**config.mk**
```make
export PLATFORM = sky130hd
export DESIGN_NAME = masked_hpc3_mul_pipe
export DESIGN_NICKNAME = d
export VERILOG_FILES = /design/src/rtl/masked_hpc3_mul_pipe_pkg.sv /design/src/rtl/masked_hpc3_mul_pipe_lane.sv /design/src/rtl/masked_hpc3_mul_pipe.sv
export SDC_FILE = /design/constraint.sdc
export NUM_CORES = 1
export LEC_CHECK = 0
export CORE_MARGIN = 2
export CORE_UTILIZATION = 30
export DETAILED_ROUTE_END_ITERATION = 7
export GPL_ROUTABILITY_DRIVEN = 0
export PLACE_DENSITY = 0.63
export SLEW_MARGIN = 20
export SYNTH_ARGS = -nofsm -noshare
export SYNTH_HDL_FRONTEND = slang
export SYNTH_HIERARCHICAL = 1
export SYNTH_SLANG_ARGS = --single-unit
```
**constraint.sdc**
```tcl
create_clock -name in_clock -period 1.8 [get_ports in_clock]
set_input_delay 0.54 -clock in_clock [delete_from_list [all_inputs] [get_ports in_clock]]
set_output_delay 0.54 -clock in_clock [all_outputs]
set_load 0.05 [all_outputs]
```
**src/rtl/masked_hpc3_mul_pipe_pkg.sv**
```systemverilog
// Shared helpers for the pipelined HPC3 masked multiplier: randomness pair
// indexing, pipeline latency, slice widths and field reduction polynomials.
package masked_hpc3_mul_pipe_pkg;

  // One R/P element per unordered share pair; (i,j) and (j,i) share it so that
  // the P terms cancel when the output shares are recombined.
  function automatic int num_quad(input int num_shares);
    return num_shares * (num_shares - 1) / 2;
  endfunction

  function automatic int qindex(input int i, input int j, input int num_shares);
    int lo;
    int hi;
    lo = (i < j) ? i : j;
    hi = (i < j) ? j : i;
    return lo * num_shares - lo * (lo + 1) / 2 + (hi - lo - 1);
  endfunction

  function automatic int hpc3_latency(input int output_reg);
    return 1 + output_reg;
  endfunction

  function automatic int lane_width(input int num_shares, input int bit_width);
    return num_shares * bit_width;
  endfunction

  function automatic int rand_width(input int num_shares, input int bit_width);
    return num_quad(num_shares) * bit_width;
  endfunction

  // Low-order coefficients of the irreducible polynomial; x^bit_width is implied.
  function automatic logic [31:0] gf_poly(input int bit_width);
    case (bit_width)
      2:       return 32'h3;
      3:       return 32'h3;
      4:       return 32'h3;
      5:       return 32'h5;
      6:       return 32'h3;
      7:       return 32'h3;
      8:       return 32'h1B;
      default: return 32'h0;
    endcase
  endfunction

endpackage

```
**src/rtl/masked_hpc3_mul_pipe_lane.sv**
```systemverilog
// One lane of the HPC3 gadget: S1 share-domain registers with enable and
// bubble clear, the registered cross-product recombination, optional S2.
module masked_hpc3_mul_pipe_lane
  import masked_hpc3_mul_pipe_pkg::*;
#(
  parameter int NUM_SHARES = 2,
  parameter int BIT_WIDTH  = 2,
  parameter int OUTPUT_REG = 0
) (
  input  logic                                          clock,
  input  logic                                          reset,
  input  logic                                          load1,
  input  logic                                          valid1,
  input  logic                                          load2,
  input  logic                                          valid2,
  input  logic [lane_width(NUM_SHARES, BIT_WIDTH)-1:0] a,
  input  logic [lane_width(NUM_SHARES, BIT_WIDTH)-1:0] b,
  input  logic [rand_width(NUM_SHARES, BIT_WIDTH)-1:0] r,
  input  logic [rand_width(NUM_SHARES, BIT_WIDTH)-1:0] p,
  output logic [lane_width(NUM_SHARES, BIT_WIDTH)-1:0] c
);

  localparam int LW        = lane_width(NUM_SHARES, BIT_WIDTH);
  localparam int NUM_PAIRS = NUM_SHARES * (NUM_SHARES - 1);
  localparam logic [BIT_WIDTH-1:0] RED = BIT_WIDTH'(gf_poly(BIT_WIDTH));

  function automatic int pair_index(input int i, input int j);
    return i * (NUM_SHARES - 1) + ((j < i) ? j : j - 1);
  endfunction

  function automatic logic [BIT_WIDTH-1:0] generic_mul(input logic [BIT_WIDTH-1:0] x,
                                                       input logic [BIT_WIDTH-1:0] y);
    logic [BIT_WIDTH-1:0] acc;
    logic                 carry;
    acc = '0;
    for (int k = BIT_WIDTH - 1; k >= 0; k--) begin
      carry = acc[BIT_WIDTH-1];
      acc   = acc << 1;
      if (carry) acc = acc ^ RED;
      if (y[k])  acc = acc ^ x;
    end
    return acc;
  endfunction

  logic [LW-1:0]        a_q, b_q, c1;
  logic [BIT_WIDTH-1:0] v_d [NUM_PAIRS];
  logic [BIT_WIDTH-1:0] w_d [NUM_PAIRS];
  logic [BIT_WIDTH-1:0] v_q [NUM_PAIRS];
  logic [BIT_WIDTH-1:0] w_q [NUM_PAIRS];

  // Before S1 only B_j or A_i meets fresh randomness; A_i never meets B_j.
  for (genvar i = 0; i < NUM_SHARES; i++) begin : g_row
    for (genvar j = 0; j < NUM_SHARES; j++) begin : g_col
      if (i != j) begin : g_pair
        localparam int K = pair_index(i, j);
        localparam int Q = qindex(i, j, NUM_SHARES);
        assign v_d[K] = b[j*BIT_WIDTH +: BIT_WIDTH] ^ r[Q*BIT_WIDTH +: BIT_WIDTH];
        assign w_d[K] = generic_mul(a[i*BIT_WIDTH +: BIT_WIDTH], r[Q*BIT_WIDTH +: BIT_WIDTH])
                        ^ p[Q*BIT_WIDTH +: BIT_WIDTH];
      end
    end
  end

  // NOTE: sequential state uses non-blocking assignment so every register
  // samples pre-edge values regardless of block ordering.
  always_ff @(posedge clock or posedge reset) begin
    if (reset) begin
      // NOTE: the V/W arrays are flops, not RAM, so they take the async reset
      // like any other register and leave no share residue after reset.
      a_q <= '0;
      b_q <= '0;
      v_q <= '{default: '0};
      w_q <= '{default: '0};
    end else if (load1) begin
      if (valid1) begin
        a_q <= a;
        b_q <= b;
        v_q <= v_d;
        w_q <= w_d;
      end else begin
        a_q <= '0;
        b_q <= '0;
        v_q <= '{default: '0};
        w_q <= '{default: '0};
      end
    end
  end

  for (genvar i = 0; i < NUM_SHARES; i++) begin : g_share
    logic [BIT_WIDTH-1:0] b_sum;
    logic [BIT_WIDTH-1:0] w_sum;
    // NOTE: both accumulators are assigned before the loop so no path leaves
    // them unassigned and no latch is inferred.
    always_comb begin
      b_sum = b_q[i*BIT_WIDTH +: BIT_WIDTH];
      w_sum = '0;
      for (int j = 0; j < NUM_SHARES; j++) begin
        if (j != i) begin
          b_sum = b_sum ^ v_q[pair_index(i, j)];
          w_sum = w_sum ^ w_q[pair_index(i, j)];
        end
      end
    end
    assign c1[i*BIT_WIDTH +: BIT_WIDTH] = generic_mul(a_q[i*BIT_WIDTH +: BIT_WIDTH], b_sum) ^ w_sum;
  end

  if (OUTPUT_REG != 0) begin : g_s2
    logic [LW-1:0] c_q;
    always_ff @(posedge clock or posedge reset) begin
      if (reset)      c_q <= '0;
      else if (load2) c_q <= valid2 ? c1 : '0;
    end
    assign c = c_q;
  end else begin : g_no_s2
    logic unused_s2;
    assign unused_s2 = load2 ^ valid2;
    assign c         = c1;
  end

endmodule

```
**src/rtl/masked_hpc3_mul_pipe.sv**
```systemverilog
// Multi-lane pipelined HPC3 masked GF(2^n) multiplier with valid/ready flow
// control; owns the stage valid bits, the ready chain and the lane array.
module masked_hpc3_mul_pipe
  import masked_hpc3_mul_pipe_pkg::*;
#(
  parameter int NUM_SHARES = 2,
  parameter int BIT_WIDTH  = 2,
  parameter int NUM_LANES  = 1,
  parameter int OUTPUT_REG = 0
) (
  input  logic                                                    in_clock,
  input  logic                                                    in_reset,
  input  logic                                                    in_valid,
  output logic                                                    in_ready,
  input  logic [NUM_LANES*NUM_SHARES*BIT_WIDTH-1:0]               in_a,
  input  logic [NUM_LANES*NUM_SHARES*BIT_WIDTH-1:0]               in_b,
  input  logic [NUM_LANES*num_quad(NUM_SHARES)*BIT_WIDTH-1:0]     in_r,
  input  logic [NUM_LANES*num_quad(NUM_SHARES)*BIT_WIDTH-1:0]     in_p,
  output logic                                                    out_valid,
  input  logic                                                    out_ready,
  output logic [NUM_LANES*NUM_SHARES*BIT_WIDTH-1:0]               out_c
);

  localparam int LW = lane_width(NUM_SHARES, BIT_WIDTH);
  localparam int RW = rand_width(NUM_SHARES, BIT_WIDTH);

  logic v1;
  logic ready2;

  if (OUTPUT_REG != 0) begin : g_s2_ctrl
    logic v2;
    always_ff @(posedge in_clock or posedge in_reset) begin
      if (in_reset)    v2 <= 1'b0;
      else if (ready2) v2 <= v1;
    end
    assign ready2    = !v2 || out_ready;
    assign out_valid = v2;
  end else begin : g_s1_ctrl
    assign ready2    = out_ready;
    assign out_valid = v1;
  end

  // A full pipe still accepts when the consumer drains the tail this cycle.
  assign in_ready = !v1 || ready2;

  always_ff @(posedge in_clock or posedge in_reset) begin
    if (in_reset)      v1 <= 1'b0;
    else if (in_ready) v1 <= in_valid;
  end

  for (genvar l = 0; l < NUM_LANES; l++) begin : g_lane
    masked_hpc3_mul_pipe_lane #(
      .NUM_SHARES(NUM_SHARES),
      .BIT_WIDTH (BIT_WIDTH),
      .OUTPUT_REG(OUTPUT_REG)
    ) u_lane (
      .clock (in_clock),
      .reset (in_reset),
      .load1 (in_ready),
      .valid1(in_valid),
      .load2 (ready2),
      .valid2(v1),
      .a     (in_a[l*LW +: LW]),
      .b     (in_b[l*LW +: LW]),
      .r     (in_r[l*RW +: RW]),
      .p     (in_p[l*RW +: RW]),
      .c     (out_c[l*LW +: LW])
    );
  end

endmodule
```
# --- Word-level counts from Yosys, hierarchy flattened ---
# Index checks and enable logic that the tools add are counted.
totals:
  input_bits: 16
  regBits: 17
  word_cells: 41
classes:
  bitwise: 16
  reduce_logical: 2
  mux: 16
ops:
  columns: ["cell", "count"]
  rows:
  - ["two-way mux 2 bit", 12]
  - ["XOR 2 bit", 12]
  - ["two-way mux 4 bit", 4]
  - ["inverter 2 bit", 4]
  - ["zero test 1 bit", 1]
  - ["logical OR 1 bit", 1]

# --- Longest topological paths before layout ---
# Gate-level depths: netlist of run 1.
logic_depth:
  word_depth: 7
  mapped_depth: 5
  ltp_nobuf: 4

# --- By module ---
# Netlist of run 1, hierarchy kept.
by_module_without_submodules:
  columns: ["mod", "area_per_inst_um2", "cells_each", "instances", "seq_area_each_um2"]
  rows:
  - ["masked_hpc3_mul_pipe_lane", 969.7, 101, 1, 400.4]
  - ["masked_hpc3_mul_pipe", 51.3, 4, 1, 25.0]

# --- Worst setup path after synthesis of run 1 ---
# OpenSTA, ideal clock, no wires.
synth_timing:
  kind: "flip-flop to output port"
  startpoint: "reg g_lane[0].u_lane/v_q[0] (netlist name)"
  endpoint: "out out_c[3]"
  required_ns: 1.260
  arrival_ns: 1.881
  path_stages_with_launch: 5
  slack_ns: -0.621
  path_cell_list: "dfrtp_1 -> xor2_1 -> or4_1 -> nand3_1 -> xor2_1"
synth_via:
  elab_chain_cells: 3
synth_lines:
  columns: ["item", "line_no", "source"]
  rows:
  - ["start, declared", "masked_hpc3_mul_pipe_lane.sv:48", "logic [BIT_WIDTH-1:0] v_q [NUM_PAIRS];"]
  - ["start signal, assigned", "masked_hpc3_mul_pipe_lane.sv:78", "v_q <= v_d;"]
  - ["XOR 2 bit", "masked_hpc3_mul_pipe_lane.sv:99", "b_sum = b_sum ^ v_q[pair_index(i, j)];"]
  - ["two-way mux 2 bit", "masked_hpc3_mul_pipe_lane.sv:40", "if (y[k]) acc = acc ^ x;"]
  - ["XOR 2 bit", "masked_hpc3_mul_pipe_lane.sv:104", "assign c1[i*BIT_WIDTH +: BIT_WIDTH] = generic_mul(a_q[i*BIT_WIDTH +: BIT_WIDTH], b_sum) ^ w_sum;"]
  - ["end, declared", "masked_hpc3_mul_pipe.sv:21", "output logic [NUM_LANES*NUM_SHARES*BIT_WIDTH-1:0] out_c"]
# No other way between the ends.

# --- Final worst setup path of run 1 ---
# Same ends and word-level chain as after synthesis.

==> results.md, run 1 <==
- Yosys reg bits: 17
- Unrepaired setup endpoints after global routing: yes
- Max Cap Viol: 0
- Initial antenna violation count: 0
- Syn avg cell area: 9.72 um2
- Crit path launch type: flip-flop
- Crit. End Element: primary output
- Slowest CP cell: or4_1
- Root Buffer: clkbuf_4
- Worst slack at placement: -0.229 ns
- Peak supply drop: 0.000221 V
- Clk_lat worst skew: 0.29 ns
- Comb pwr share: 46.8%
- Post-synth ARST share: 100%
- Largest stage delay, worst path: 0.48 ns
- Top Ports: 22
- Max_slew headroom: 77.4%
- Critical path fanouts, max: 2
- H-tree Lvls: 1
- Peak Freq: 429 MHz
- Final ANT Viol Nets: 0
- LEAKAGE: 0.750 nW
- Gr usage total: 13.4%
- Status: finished with violations
- Reg2Reg Setup Slack: 0.51 ns
- Proportion of layout cells with a drive suffix above 1: 34.0%
- Pwr Density: 756 mW/mm2
- I/O Buffers: 21
- Clock Power Share: 16.5%
- Arrival time at the worst endpoint: 1.79 ns
- Final WL: 2380 um
- Die ar.: 0.00389 mm2
- Pin count of the biggest net entering global routing: 17
- Drt pass-1 iters: 4
- DP HPWL: 1890 um
- Synthesis warning total: 6
- First-pass GRT wire length: 4130 um
- DP Area: 0.00157 mm2
- CP top delay family: simple AND/OR/NAND/NOR gates
- CORE AREA: 0.00331 mm2
- Vias in the first global route: 976
- Die Ht: 62.3 um
- Nets: 167
- DR DRC count: 0
- EDFF count, synth: 0
- Sw power: 0.000431 W
- Failing checks: negative setup slack
- Longest Clk Path Bufs: 2
- WP buf/inv: 1
- Global-route congestion overflow total: 0
- Die Wd: 62.3 um
- Antenna diode count: 0
- Clock-pin slew on the worst setup and hold paths: 0.10 ns
- Fin. max-slew vios: 0
- Via density: 4.61
- DR iter-0 viols: 18
- CTS tree: built
- DR WL/cell: 12.2 um
- Post-synth cell types: 35
- Smallest setup slack after layout: -0.533 ns
- Fin area: 0.00164 mm2
- Syn nets: 121
- Tcrit/Tclk final: 130%
- Sequential fraction of the synthesis area: 41.7%
- Clock sink total: 17
- Part of the power in registers: 36.7%
- Critical path class: reg -> out
- Clk_skew: 0.00353 ns
- Slew at the pin with the worst max-slew slack: 0.339 ns
- Initial Util: 30.8%
- Core Rows: 21
- WP data required: 1.26 ns
- Post-synthesis cell area: 0.00102 mm2
- Number of CTS-inserted buffers: 3
- Post-synth top flop: dfrtp_1
- Switching share of power: 34.7%
- Post-synthesis cell count: 105
- Endpoints failing setup: 4
- Tmin final: 2.33 ns
- Cell Int Power: 0.000812 W
- Synthesis-to-layout area growth: 61.0%
- Crit-path cells: xor2_1 > or4_1 > nand3_2 > xor2_4 > buf_12
- Worst Hold Class: in -> async
- Final Hold Vio Count: 0
- Vias: 903
[cells in the final DEF, fill, tap and decap left out, types with 4 or more instances in the layout]
cell,synthesis,final
a22o_1,9,9
buf_12,0,6
buf_4,1,24
clkdlybuf4s50_1,0,14
dfrtp_1,17,17
inv_1,7,7
nand2_1,11,10
o21ai_0,4,4
xnor2_1,11,5
xnor2_2,0,5
xor2_1,7,5
[worst paths after layout]
check                                        start                                    to  cells after the start
hold reg to reg            g_lane[0].u_lane/v_q[1]               g_lane[0].u_lane/v_q[1]                      1
min in group in_clock      g_lane[0].u_lane/v_q[1]               g_lane[0].u_lane/v_q[1]                      1
hold / removal                            in_reset                             out_valid                      2
max in group asynchronous                 in_reset               g_lane[0].u_lane/v_q[0]                      3
setup reg to reg                         out_valid  g_lane[0].u_lane/g_share[0].w_sum[1]                      5
setup / recovery           g_lane[0].u_lane/v_q[0]                              out_c[3]                      5
[power by group through the flow]
stage | clock [W] | combinational (W) | sequential [W]
2_1_floorplan | 0 | 0.000302 | 0.000465
3_3_place_gp | 0 | 0.000552 | 0.000461
3_5_place_dp | 0 | 0.000561 | 0.000464
4_1_cts | 0.000219 | 0.000578 | 0.000457
5_1_grt | 0.000230 | 0.000615 | 0.000462
6_report | 0.000205 | 0.000581 | 0.000456
[cells in the mapped netlist (all sizes together), types with 2 or more instances]
cell	instances	area [um2]
nor2	4	15.0
and2	2	12.5
a31o	2	17.5
dfrtp	17	425
nand2b	4	35.0
inv	7	26.3
xor2	7	61.3
nor2b	3	18.8
xnor2	11	96.3
a22o	10	88.8
nand3	3	15.0
nand2	11	41.3
o21ai	4	20.0
buf	3	17.5
or4	2	15.0
[per-stage QoR]
stage | setup TNS [ns] | hold WS [ns] | instances | util, % | power, W
2_1_floorplan | -0.563 | 0.269 | 105 | - | 0.000767
3_3_place_gp | -0.846 | 0.516 | 189 | 47.3 | 0.00101
3_5_place_dp | -1.05 | 0.533 | 189 | 47.3 | 0.00103
4_1_cts | -1.73 | 0.399 | 195 | 49.1 | 0.00125
5_1_grt | -1.92 | 0.428 | 196 | 49.7 | 0.00131
6_report | -1.61 | 0.414 | 196 | 49.7 | 0.00124
[layout make-up]
type,count,area (um2)
well taps,46,57.6
flip-flops and latches,17,425
repair buffers,45,449
inverters,7,26.3
clock buffers,4,26.3
multi-input cells,77,659
fillers,349,1670
[routing by layer]
metal / routed length, um / track usage [%] / part of all wire, % / vias to the layer above
li1: - / - / - / 458
met1: 1070 / 16.2 / 45 / 428
met2: 1220 / 23.8 / 51 / 15
met3: 67 / 1.45 / 2.8 / 2
met4: 28 / 6.67 / 1.2 / 0
met5: 0 / 0 / 0 / -
[repair_timing]
action                                  in CTS  in global routing
hold buffers                                 0                  0
resized for setup                            5                  2
pin swaps                                    6                  6
buffers inserted                             3                  1
endpoints found under the setup margin       5                  4
[sequential cells by signal, indices dropped and copies added (netlist names)]
| signal | cells |
|---|---|
| g_lane.u_lane/b_q | 4 |
| g_lane.u_lane/a_q | 4 |
| g_lane.u_lane/v_q | 4 |
| out_valid | 1 |
| g_lane.u_lane/g_share.w_sum | 4 |
[logic make-up (layout without fill, tap and decap cells)]
logic type	after synthesis	count (layout)	synth area share [%]
flops	17	17	41.7
buf+inv	11	56	4.66
simple gates	34	34	18.6
xor+xnor	18	18	15.4
mux	1	1	0.980
compound gates	24	24	18.6
Note: power is estimated with default switching activity, not from simulation.
==> run 2, diff against run 1 <==
- CTS_CLUSTER_SIZE: unset -> 25
- MAX_ROUTING_LAYER: unset -> met4
==> run 2 against run 1 <==
The flow still finishes with violations (negative setup slack). Non-clock buffer count is the same. Global-route usage is 0.38 points higher. Combinational power hardly changed. Clock power is essentially flat. Sequential cell count unchanged. Clock skew barely moved. Clock-buffer cell count did not move.
==> results.md, run 2 (same netlist as run 1, synthesis figures left out) <==
- Via density: 4.62
- Longest Clk Path Bufs: 2
- Smallest setup slack after layout: -0.533 ns
- Nets: 167
- Initial antenna violation count: 0
- Endpoints failing setup: 4
- Crit. End Element: primary output
- Top Ports: 22
- Unrepaired setup endpoints after global routing: yes
- Vias: 905
- Slew at the pin with the worst max-slew slack: 0.347 ns
- CTS tree: built
- DR DRC count: 0
- Pwr Density: 756 mW/mm2
- Core Rows: 21
- Max_slew headroom: 76.9%
- Proportion of layout cells with a drive suffix above 1: 34.0%
- Peak supply drop: 0.000221 V
- Antenna diode count: 0
- Die ar.: 0.00389 mm2
- First-pass GRT wire length: 4130 um
- Die Ht: 62.3 um
- Fin area: 0.00164 mm2
- Cts hold-fix bufs: 0
- Drt pass-1 iters: 4
- DP HPWL: 1890 um
- Critical path fanouts, max: 2
- Clk_skew: 0.00374 ns
- Worst Hold Class: in -> async
- RR Endpoint: g_lane[0].u_lane/g_share[0].w_sum[1]
- Final Hold Vio Count: 0
- Clock sink total: 17
- Crit path launch type: flip-flop
- Final ANT Viol Nets: 0
- DP Area: 0.00157 mm2
- Root Buffer: clkbuf_4
- Vias in the first global route: 974
- R2R Path Start: out_valid
- Fin. max-slew vios: 0
- Tcrit/Tclk final: 130%
- Initial Util: 30.8%
- Pin count of the biggest net entering global routing: 17
- H-tree Lvls: 1
- DR iter-0 viols: 21
- Number of CTS-inserted buffers: 3
- Clock-pin slew on the worst setup and hold paths: 0.10 ns
- Failing checks: negative setup slack
- WP data required: 1.26 ns
- Synthesis-to-layout area growth: 61.0%
- Gr usage total: 13.8%
- Clk_lat worst skew: 0.29 ns
- Most frequent cells in the layout: buf_4, dfrtp_1, clkdlybuf4s50_1
- Global-route congestion overflow total: 0
- CORE AREA: 0.00331 mm2
- Commonest non-fill, non-tap cell in the layout: buf_4
- I/O Buffers: 21
- Layout Utilization: 49.7%
- Worst-case reg-to-reg path depth: 5
- Status: finished with violations
- Max Cap Viol: 0
- DR WL/cell: 12.2 um
- Peak Freq: 429 MHz
- Reg2Reg Setup Slack: 0.51 ns
- Die Wd: 62.3 um
- Arrival time at the worst endpoint: 1.79 ns
- Critical path class: reg -> out
- Tmin final: 2.33 ns
- Final WL: 2390 um
- LEAKAGE: 0.750 nW
==> run 2: timing repair <==
action | in CTS | in global routing
endpoints found under the setup margin | 5 | 4
resized for setup | 5 | 2
setup buffers | 3 | 1
pin swaps | 6 | 6
==> run 2: metal layers <==
layer  up-vias  global-route usage, %  part of all wire (%)
met5         -                      -                     0
met2        15                   23.9                    51
met1       429                   16.1                    45
li1        459                      -                     -
met4         0                   6.67                   1.1
met3         2                   1.45                   3.0
==> run 2: per-stage QoR <==
stage / TNS [ns] / setup slack (ns) / power, W / instances / hold slack, ns
floorplan: -0.563 / -0.260 / 0.000767 / 105 / 0.269
global placement: -0.846 / -0.205 / 0.00101 / 189 / 0.516
detailed placement: -1.05 / -0.229 / 0.00103 / 189 / 0.533
CTS: -1.73 / -0.548 / 0.00125 / 195 / 0.399
global route: -1.92 / -0.610 / 0.00131 / 196 / 0.428
finish: -1.61 / -0.533 / 0.00124 / 196 / 0.414
==> run 2: critical path, stage by stage, from the launching register on <==
cell     delay, ns
dfrtp_1       0.40
xor2_1        0.17
or4_1         0.48
nand3_2       0.13
xor2_4        0.17
buf_12        0.15
==> run 2: cell type report <==
class,count,area (um2)
multi-input cells,77,659
clock buffers,4,26.3
flip-flops and latches,17,425
well taps,46,57.6
inverters,7,26.3
fillers,349,1670
repair buffers,45,449
==> run 2: power breakdown <==
| group | switching [W] | total (W) | internal (W) |
|---|---|---|---|
| combinational | 0.000274 | 0.000581 | 0.000307 |
| clock | 0.000119 | 0.000205 | 0.0000861 |
| sequential | 0.0000380 | 0.000456 | 0.000418 |
==> run 2: worst max path at each step <==
stage / slack, ns / to / depth (start not counted) / startpoint
6_report: -0.53 / out_c[3] / 5 / g_lane[0].u_lane/v_q[0]
3_3_place_gp: -0.20 / out_c[3] / 5 / g_lane[0].u_lane/v_q[0]
2_1_floorplan: -0.26 / out_c[3] / 4 / g_lane[0].u_lane/v_q[0]
5_1_grt: -0.61 / out_c[3] / 5 / g_lane[0].u_lane/v_q[0]
3_5_place_dp: -0.23 / out_c[3] / 5 / g_lane[0].u_lane/v_q[0]
4_1_cts: -0.55 / out_c[3] / 5 / g_lane[0].u_lane/v_q[0]
==> run 3, diff against run 2 <==
- CELL_PAD_IN_SITES_DETAIL_PLACEMENT: unset -> 1
- CELL_PAD_IN_SITES_GLOBAL_PLACEMENT: unset -> 1
- CORE_ASPECT_RATIO: unset -> 0.6
- PLACE_DENSITY: 0.63 -> 0.76
==> run 3 against run 2 <==
The run still ends with negative setup slack left. First-iteration DRC count shrank 24%. Routed wire length grew 32%. Sequential cell count is the same. Fmax shrank 0.96%. Critical path depth did not move. Die area increased by 0.41%. Register-to-register slack lost 0.03 ns. Clock skew down 0.0023 ns. Global-route usage grew 4.3 points. Combinational power grew 4.0%. Worst setup slack lost 0.023 ns. Largest cell class unchanged. Highest routed layer unchanged.
==> results.md, run 3 (same netlist as run 1, synthesis figures left out) <==
- Die Ht: 49.2 um
- Crit. End Element: primary output
- Critical path class: reg -> out
- Clock-pin slew on the worst setup and hold paths: 0.07 ns
- Top Ports: 22
- Fin. max-slew vios: 0
- First-pass GRT wire length: 5240 um
- Critical path fanouts, max: 2
- Peak supply drop: 0.000310 V
- DP HPWL: 2350 um
- CORE AREA: 0.00326 mm2
- Non-filler instance count after layout: 193
- TNS Setup: -1.71 ns
- H-tree Lvls: 1
- Worst Hold Class: in -> async
- Final ANT Viol Nets: 0
- Number of CTS-inserted buffers: 3
- Initial Util: 31.3%
- Die ar.: 0.00390 mm2
- DR WL/cell: 16.4 um
- Unrepaired setup endpoints after global routing: yes
- Endpoints failing setup: 4
- Gr usage total: 18.2%
- Inst Count DP: 186
- Vias in the first global route: 1,091
- CTS tree: built
- Status: finished with violations
- Pwr Density: 807 mW/mm2
- DR DRC count: 0
- Final WL: 3160 um
- Synthesis-to-layout area growth: 65.3%
- Pin count of the biggest net entering global routing: 17
- Arrival time at the worst endpoint: 1.82 ns
- Reg2Reg Setup Slack: 0.48 ns
- Vias: 976
- Crit path launch type: flip-flop
- Tmin final: 2.36 ns
- LEAKAGE: 0.754 nW
- Max Cap Viol: 0
- Worst-case reg-to-reg path depth: 5
- Antenna diode count: 0
- Commonest non-fill, non-tap cell in the layout: buf_4
- Smallest setup slack after layout: -0.555 ns
- Clk_lat worst skew: 0.25 ns
- Clk_skew: 0.00141 ns
- Global-route congestion overflow total: 0
- Worst slack at placement: -0.321 ns
- Most frequent cells in the layout: buf_4, dfrtp_1, clkdlybuf4s50_1
- Drt pass-1 iters: 4
- Nets: 165
- Longest Clk Path Bufs: 2
- Tcrit/Tclk final: 131%
- Slew at the pin with the worst max-slew slack: 0.425 ns
- Peak Freq: 425 MHz
- WP data required: 1.26 ns
- Root Buffer: clkbuf_8
- Max_slew headroom: 71.6%
- Via density: 5.06
- Proportion of layout cells with a drive suffix above 1: 36.5%
- Clock sink total: 17
- Initial antenna violation count: 0
- Power Total: 0.00136 W
- Core Rows: 16
- Layout Utilization: 51.7%
- Final Hold Vio Count: 0
- Failing checks: negative setup slack
- I/O Buffers: 21
- Die Wd: 79.3 um
- DR iter-0 viols: 16
## run 3: layout make-up
| class | instances | area, um2 |
|---|---|---|
| timing repair buffer | 43 | 432 |
| multi-input combinational | 77 | 701 |
| tap | 45 | 56.3 |
| inverter | 7 | 26.3 |
| clock buffer | 4 | 45.0 |
| sequential | 17 | 428 |
| fill | 371 | 1580 |
## run 3: worst paths after layout
check	from	to
worst max-delay path	g_lane[0].u_lane/v_q[0]	out_c[3]
worst min-delay path	in_reset	out_valid
worst max register to register	out_valid	g_lane[0].u_lane/g_share[0].w_sum[1]
worst min register to register	g_lane[0].u_lane/v_q[1]	g_lane[0].u_lane/v_q[1]
max in group asynchronous	in_reset	g_lane[0].u_lane/b_q[1]
min in group in_clock	g_lane[0].u_lane/v_q[1]	g_lane[0].u_lane/v_q[1]
## run 3: report_power, final
part	internal [W]	switching, W
clock network	0.000157	0.000133
logic	0.000312	0.000292
registers	0.000420	0.0000477
## run 3: what timing repair did
item,in CTS,in global routing
setup buffers,2,1
pin swaps,11,5
resized for setup,7,10
cloned,0,0
hold buffers,0,0
setup endpoints to repair,6,5
## run 3: through the flow
stage               hold slack [ns]  cell area (um2)
finish                        0.479             1690
global route                  0.508             1690
CTS                           0.474             1630
detailed placement            0.531             1550
global placement              0.521             1550
floorplan                     0.269             1100
## run 3: layer usage
layer	vias up	wire length [um]	GRT usage (%)	share of wire (%)
li1	451	-	-	-
met1	499	1430	21.9	45
met2	22	1570	31.2	50
met3	4	127	4.81	4.0
met4	0	27	3.16	0.85
met5	-	0	-	0
## run 3: worst max-delay path: stages (launching register included)
cell     delay [ns]
dfrtp_1        0.39
xor2_1         0.21
or4_4          0.51
nand3_4        0.12
xor2_4         0.18
buf_12         0.15
